### src/rtl/apb_master_pkg.sv
// Shared types and constants for the APB initiator bridge.
package apb_master_pkg;

    // Bridge sequencing: one outstanding transfer, walked through the APB phases.
    typedef enum logic [1:0] {
        IDLE,
        SETUP,
        ACCESS,
        RESP
    } apb_mst_state_e;

    // Read data returned when a transfer is abandoned by the wait-state timeout.
    localparam logic [31:0] TIMEOUT_RDATA = 32'h0;

endpackage

### src/rtl/apb_master_bridge.sv
// Single-outstanding APB initiator: turns a req/gnt/rvalid request port into
// APB SETUP/ACCESS transfers, with an optional wait-state timeout so a hung
// slave cannot stall the requester forever.
module apb_master_bridge
    import apb_master_pkg::*;
#(
    parameter int APB_ADDR_WIDTH = 12,
    parameter int TIMEOUT_CYCLES = 256
) (
    input  logic                      HCLK,
    input  logic                      HRESETn,
    // requester side
    input  logic                      req_i,
    input  logic [APB_ADDR_WIDTH-1:0] addr_i,
    input  logic                      we_i,
    input  logic [31:0]               wdata_i,
    output logic                      gnt_o,
    output logic                      rvalid_o,
    output logic [31:0]               rdata_o,
    output logic                      err_o,
    // APB side
    output logic [APB_ADDR_WIDTH-1:0] PADDR,
    output logic [31:0]               PWDATA,
    output logic                      PWRITE,
    output logic                      PSEL,
    output logic                      PENABLE,
    input  logic [31:0]               PRDATA,
    input  logic                      PREADY,
    input  logic                      PSLVERR
);

    localparam int AW = APB_ADDR_WIDTH;
    // Keep a 1-bit counter when the timeout is disabled so the declaration stays legal.
    localparam int CW = (TIMEOUT_CYCLES > 0) ? $clog2(TIMEOUT_CYCLES + 1) : 1;
    localparam logic [CW-1:0] CNT_LAST = (TIMEOUT_CYCLES > 0) ? CW'(TIMEOUT_CYCLES - 1) : '0;
    // APB transfers are word-aligned; the byte-offset bits are forced to zero.
    localparam logic [AW-1:0] ADDR_MASK = {{(AW-2){1'b1}}, 2'b00};

    apb_mst_state_e state;
    logic [CW-1:0]  wait_cnt;
    logic           timeout_hit;

    // Last ACCESS cycle the slave is allowed before the transfer is abandoned.
    assign timeout_hit = (TIMEOUT_CYCLES != 0) && (wait_cnt == CNT_LAST);

    // Grant is combinational in IDLE; gated by reset so it drops the moment reset asserts.
    assign gnt_o = HRESETn && req_i && (state == IDLE);

    // Transfer sequencer; all bus and response outputs are registered here.
    always_ff @(posedge HCLK or negedge HRESETn) begin
        if (!HRESETn) begin
            state    <= IDLE;
            wait_cnt <= '0;
            PADDR    <= '0;
            PWDATA   <= '0;
            PWRITE   <= 1'b0;
            PSEL     <= 1'b0;
            PENABLE  <= 1'b0;
            rvalid_o <= 1'b0;
            rdata_o  <= '0;
            err_o    <= 1'b0;
        end else begin
            case (state)
                IDLE: begin
                    // Bus signals only change on acceptance; otherwise they hold.
                    if (req_i) begin
                        PADDR  <= addr_i & ADDR_MASK;
                        PWRITE <= we_i;
                        PWDATA <= wdata_i;
                        PSEL   <= 1'b1;
                        state  <= SETUP;
                    end
                end
                SETUP: begin
                    PENABLE  <= 1'b1;
                    wait_cnt <= '0;
                    state    <= ACCESS;
                end
                ACCESS: begin
                    // A ready slave wins over a timeout landing on the same cycle.
                    if (PREADY) begin
                        PSEL     <= 1'b0;
                        PENABLE  <= 1'b0;
                        rvalid_o <= 1'b1;
                        rdata_o  <= PWRITE ? 32'h0 : PRDATA;
                        err_o    <= PSLVERR;
                        state    <= RESP;
                    end else if (timeout_hit) begin
                        PSEL     <= 1'b0;
                        PENABLE  <= 1'b0;
                        rvalid_o <= 1'b1;
                        rdata_o  <= TIMEOUT_RDATA;
                        err_o    <= 1'b1;
                        state    <= RESP;
                    end else if (TIMEOUT_CYCLES != 0) begin
                        wait_cnt <= wait_cnt + 1'b1;
                    end
                end
                RESP: begin
                    // rdata_o/err_o keep their value until the next response.
                    rvalid_o <= 1'b0;
                    state    <= IDLE;
                end
                default: state <= IDLE;
            endcase
        end
    end

endmodule

### config.mk
export PLATFORM = sky130hd
export DESIGN_NAME = apb_master_bridge
export DESIGN_NICKNAME = d
export VERILOG_FILES = /design/src/rtl/apb_master_pkg.sv /design/src/rtl/apb_master_bridge.sv
export SDC_FILE = /design/constraint.sdc
export NUM_CORES = 1
export LEC_CHECK = 0
export ABC_AREA = 1
export BUFFER_PORTS_ARGS = -buffer_cell sky130_fd_sc_hd__buf_2
export CAP_MARGIN = 20
export CELL_PAD_IN_SITES_DETAIL_PLACEMENT = 1
export CELL_PAD_IN_SITES_GLOBAL_PLACEMENT = 1
export CORE_ASPECT_RATIO = 0.6
export CORE_MARGIN = 5
export CORE_UTILIZATION = 36
export CTS_CLUSTER_SIZE = 14
export DETAILED_ROUTE_END_ITERATION = 16
export PLACE_DENSITY = 0.84
export SLEW_MARGIN = 5
export SYNTH_ARGS = -nofsm -noshare
export SYNTH_HDL_FRONTEND = slang
export SYNTH_SLANG_ARGS = --single-unit
### constraint.sdc
create_clock -name HCLK -period 2.6 [get_ports HCLK]
set_clock_uncertainty 0.2 [all_clocks]
set_input_delay 0.39 -clock HCLK [delete_from_list [all_inputs] [get_ports HCLK]]
set_output_delay 0.39 -clock HCLK [all_outputs]
set_load 0.01 [all_outputs]
; ---- Word level (Yosys, flattened, before mapping)
; Cells that the tools add are included.
[totals]
in_bits = 82
word_cells = 52
reg_bits = 90
out_inout_bits = 82
[op_classes]
n_addsub = 1
n_eq_ne = 8
reduce_logical = 14
n_mux = 19
[op_table]
columns = operator, count
row1 = $mux W32, 3
row2 = $mux W9, 2
row3 = $pmux W9 S2, 1
row4 = $reduce_and A2 Y1, 5
row5 = $add A9 B1 Y9 const B, 1
row6 = $eq A9 B8 Y1 const B, 1
row7 = $pmux W2 S4, 1
row8 = $reduce_bool A2 Y1, 4
row9 = $mux W1, 6
row10 = $mux W2, 3
row11 = $ne A2 B2 Y1 const B, 3
row12 = $pmux W1 S2, 3
row13 = $reduce_and A3 Y1, 2
row14 = $eq A2 B2 Y1 const B, 2
row15 = $ne A3 B3 Y1 const B, 1
row16 = $eq A2 B1 Y1 const B, 1
row17 = $logic_and A1 B1 Y1, 2
row18 = $logic_not A2 Y1, 1

; ---- Depth between registers and ports, before layout
[depth]
word_depth = 4
mapped_depth = 13
ltp_nobuf = 13

; ---- Worst setup path before layout
; No wires, ideal clock.
[synth_path]
path_kind = register -> register
startpoint = reg wait_cnt[0]
endpoint = reg wait_cnt[6]
setup_time_ps = 117
n_path_buf = 0
path_stages_with_launch = 13
arrival_ps = 1596
synth_period_minus_slack_ps = 1913
required_time_ps = 2283
slack_ps = 687
cell_sequence = dfrtp_1 ha_1 nand3_1 nor2_1 nand2_1 nor2_1 ha_1 nand2_1 nand3_1 inv_2 nand2_1 nor2_1 nor2_1
[synth_between]
elab_chain_len = 4
elab_cells_between_ends = 7
classes_between = add/sub: 1 / eq/ne: 2 / mux: 3 / reduce/logical: 1
[synth_rtl]
columns = item, line_no
row1 = "start, declared", apb_master_bridge.sv:40  ; logic [CW-1:0] wait_cnt;
row2 = "start signal, assigned", apb_master_bridge.sv:96  ; wait_cnt <= wait_cnt + 1'b1;
row3 = $add A9 B1 Y9, apb_master_bridge.sv:96
row4 = $mux W9, apb_master_bridge.sv:88  ; end else if (timeout_hit) begin
row5 = $mux W9, apb_master_bridge.sv:81  ; if (PREADY) begin
row6 = $pmux W9 S2, apb_master_bridge.sv:63  ; case (state)
; Parallel ways exist; a longest one is shown, timed or not. The select of a mux whose other input is x is not followed.
; A chain may end at the register's enable or synchronous reset.

; ---- Worst setup path after layout
[layout_path]
startpoint = reg wait_cnt[0]
endpoint = reg rdata_o[27]
[layout_between]
elab_chain_len = 3
[layout_rtl]
columns = item, line_no
row1 = $eq A9 B8 Y1, apb_master_bridge.sv:44  ; assign timeout_hit = (TIMEOUT_CYCLES != 0) && (wait_cnt == CNT_LAST);
row2 = $reduce_bool A2 Y1 (no line), n/a
row3 = $reduce_and A2 Y1 (no line), n/a
row4 = "end signal, assigned", apb_master_bridge.sv:85  ; rdata_o <= PWRITE ? 32'h0 : PRDATA;
row5 = "end, declared", apb_master_bridge.sv:19  ; output logic [31:0] rdata_o,
; No other way between the ends.

==> flow_metrics.env <==
export IMPL_post_drt_wl_per_cell_um=15.8
export IMPL_tns_ps=0
export IMPL_netlist_area_sq_mm=0.00379
export IMPL_tightest_slew_ps=838
export IMPL_slowest_stage="dfrtp_1"
export IMPL_root_buffer="clkbuf_16"
export IMPL_vias_per_cell=4.55
export IMPL_numCtsBuffers=9
export IMPL_fp_coreArea_sq_mm=0.0104
export IMPL_grt_pass1_wl_um=16000
export IMPL_crit_type="register to register"
export IMPL_diodes=0
export IMPL_gp_congestion=0.794
export IMPL_cp_required_ps=2600
export IMPL_start_util=0.364
export IMPL_htreeDepth=3
export IMPL_postRouteAntennaNets=0
export IMPL_cp_max_fo=32
export IMPL_peakVddDrop_v=0.000560
export IMPL_synth_top_area_cell="dfrtp_1"
export IMPL_die_h_um=89.5
export IMPL_cpPeakStageDelay_ps=400
export IMPL_min_period_ps=2320
export IMPL_synth_top_cells_by_count="90 x dfrtp_1, 62 x nand2_1, 47 x inv_1"
export IMPL_synthFlopType="dfrtp_1"
export IMPL_clock_sinks=90
export IMPL_final_hold_viol_count=0
export IMPL_status="finished, final reports clean"
export IMPL_synth_edff_count=0
export IMPL_io_pin_count=164
export IMPL_cpMostUsedCell="nand2_1"
export IMPL_nets=581
export IMPL_rows=29
export IMPL_routed_wl_um=10100
export IMPL_period_share=0.891
export IMPL_track_usage=0.160
export IMPL_grt_pass1_vias=3235
export IMPL_area_growth_pct=32.6
export IMPL_drive_gt1_frac=0.519
export IMPL_die_x_um=142
export IMPL_cts_buffer_depth=2
export IMPL_fmax_ghz=0.432
export IMPL_cp_arrival_ps=2310
export IMPL_yosys_top_cells_area="dfrtp_1 59%, mux2_2 13%, o21ai_2 6.9%, nand2_1 6.1%, inv_1 4.7%"
export IMPL_fin_area_sq_mm=0.00502
export IMPL_hpwl_um=7730
export IMPL_startpoint_type="register"
export IMPL_dieArea_sq_mm=0.0127
export IMPL_num_fill_cells=1192
export IMPL_clk_latency_ps=330
export IMPL_vias=2901
export IMPL_cts_tree="built"
export IMPL_grt_ovfl_total=0
export IMPL_drtIter0Drc=68
export IMPL_critPathTopFamily="simple AND/OR/NAND/NOR gates"
export IMPL_synthArstFlopShare=1.00
export IMPL_crit_path_end_kind="register"
export IMPL_grt_max_degree=65
export IMPL_synth_top_area_share=0.594
export IMPL_cp_cell_sequence="ha_1 -> nand3_1 -> nor2_2 -> nand2_1 -> nor2_1 -> ha_1 -> nand2_1 -> nand2_1 -> inv_1 -> buf_4 -> nand2_1 -> o21ai_2"
export IMPL_yosysUniqueCellTypes=23
export IMPL_ys_warn_count=0
export IMPL_finalSetupViolations=0
export IMPL_port_buffer_count=159
export IMPL_syn_instance_count=332
export IMPL_dpl_cell_area_sq_mm=0.00469
export IMPL_drcViolationCount=0
export IMPL_ys_seq_area_frac=0.594
export IMPL_leakage_nw=2.72
export IMPL_slew_headroom=0.441
export IMPL_final_max_slew_violation_count=0
export IMPL_p_total_mw=6.14
export IMPL_rsz0062_at_grt="no"
export IMPL_post_synth_top_count_cell="dfrtp_1"
export IMPL_dr_pass1_iters=4
export IMPL_cts_clk_slew_worst_paths_ps=70
export IMPL_antenna_found_initial=0
export IMPL_drv_cap=0
export IMPL_power_density_mw_per_mm2=1220
export IMPL_holdCritPathClass="input port to register"
export IMPL_ys_seq_elements=90
export IMPL_crit_buf_inv=2
export IMPL_synth_avg_cell_area_sq_um=11.4
[cells by family after synthesis]
group                    count (synthesis)  synth area share
AO/OA/AOI/OAI                           45            0.0914
buffers and inverters                   61            0.0773
multiplexers                            43             0.128
AND/OR/NAND/NOR                         87            0.0918
flip-flops                              90             0.594
other                                    1          0.000989
adder cells (fa/ha/maj)                  5            0.0165
[registers in the layout, summed over array words and instances (netlist names)]
register / count
PWDATA: 32
rdata_o: 32
PADDR: 10
wait_cnt: 9
state: 2
PENABLE: 1
PSEL: 1
PWRITE: 1
err_o: 1
rvalid_o: 1
[cells in the final DEF, fill, tap and decap left out, types with 2 or more instances in the layout]
| cell | count |
|---|---|
| bufinv_16 | 2 |
| o21ai_2 | 30 |
| a21oi_1 | 3 |
| mux2_2 | 43 |
| clkbuf_16 | 9 |
| nand2_2 | 2 |
| nor2_1 | 13 |
| clkinv_2 | 3 |
| inv_1 | 47 |
| nand3_1 | 5 |
| ha_1 | 5 |
| buf_2 | 158 |
| dfrtp_1 | 90 |
| conb_1 | 2 |
| nand2_1 | 62 |
| o21ai_0 | 9 |
| buf_4 | 3 |
[what timing repair did]
item | 4_1_cts | 5_1_grt
hold endpoints to repair | 26 | 0
buffers inserted | 0 | 0
resized for setup | 0 | 2
endpoints found under the setup margin | 0 | 4
hold buffers | 1 | 0
[where the power goes]
part	total (mW)	internal (mW)	switching [mW]	leakage, nW
Sequential	2.35	2.03	0.324	1.12
Clock	1.39	0.843	0.548	0.160
Combinational	2.39	1.08	1.31	1.44
Total	6.14	3.95	2.18	2.72
[path summary, 6_finish.rpt]
path,startpoint,to,slack (ps),cells after the start
worst max-delay path,wait_cnt[0],rdata_o[27],280,12
worst min-delay path,wdata_i[6],PWDATA[6],90,2
worst max register to register,wait_cnt[0],rdata_o[27],280,12
worst min register to register,rdata_o[1],rdata_o[1],270,2
max in group asynchronous,HRESETn,rdata_o[22],710,3
min in group asynchronous,HRESETn,rdata_o[4],320,2
[through the flow]
step           hold slack, ps   util  setup slack, ps  std cells
6_report                 88.5  0.482              284        638
5_1_grt                  69.5  0.482             43.3        638
4_1_cts                  76.1  0.482              245        638
3_5_place_dp              128  0.450              270        621
3_3_place_gp              118  0.450              415        621
2_1_floorplan            -106      -              687        333
[routing by layer]
metal  global-route usage  share of wire  wire [um]
met1                0.200           0.42       4290
met2                0.258           0.47       4710
met3               0.0748           0.10       1010
met4               0.0328         0.0080         81
met5                    0              0          0
[final cells by class]
cell class	count	area [sq um]	share of cell area
Clock buffer	9	225	0.0448
Clock inverter	7	92.6	0.0184
Inverter	48	180	0.0359
Multi-Input combinational cell	182	1260	0.250
Sequential cell	90	2250	0.448
Tap cell	139	174	0.0346
Timing Repair Buffer	163	843	0.168
Power figures use the tool's default switching activity.
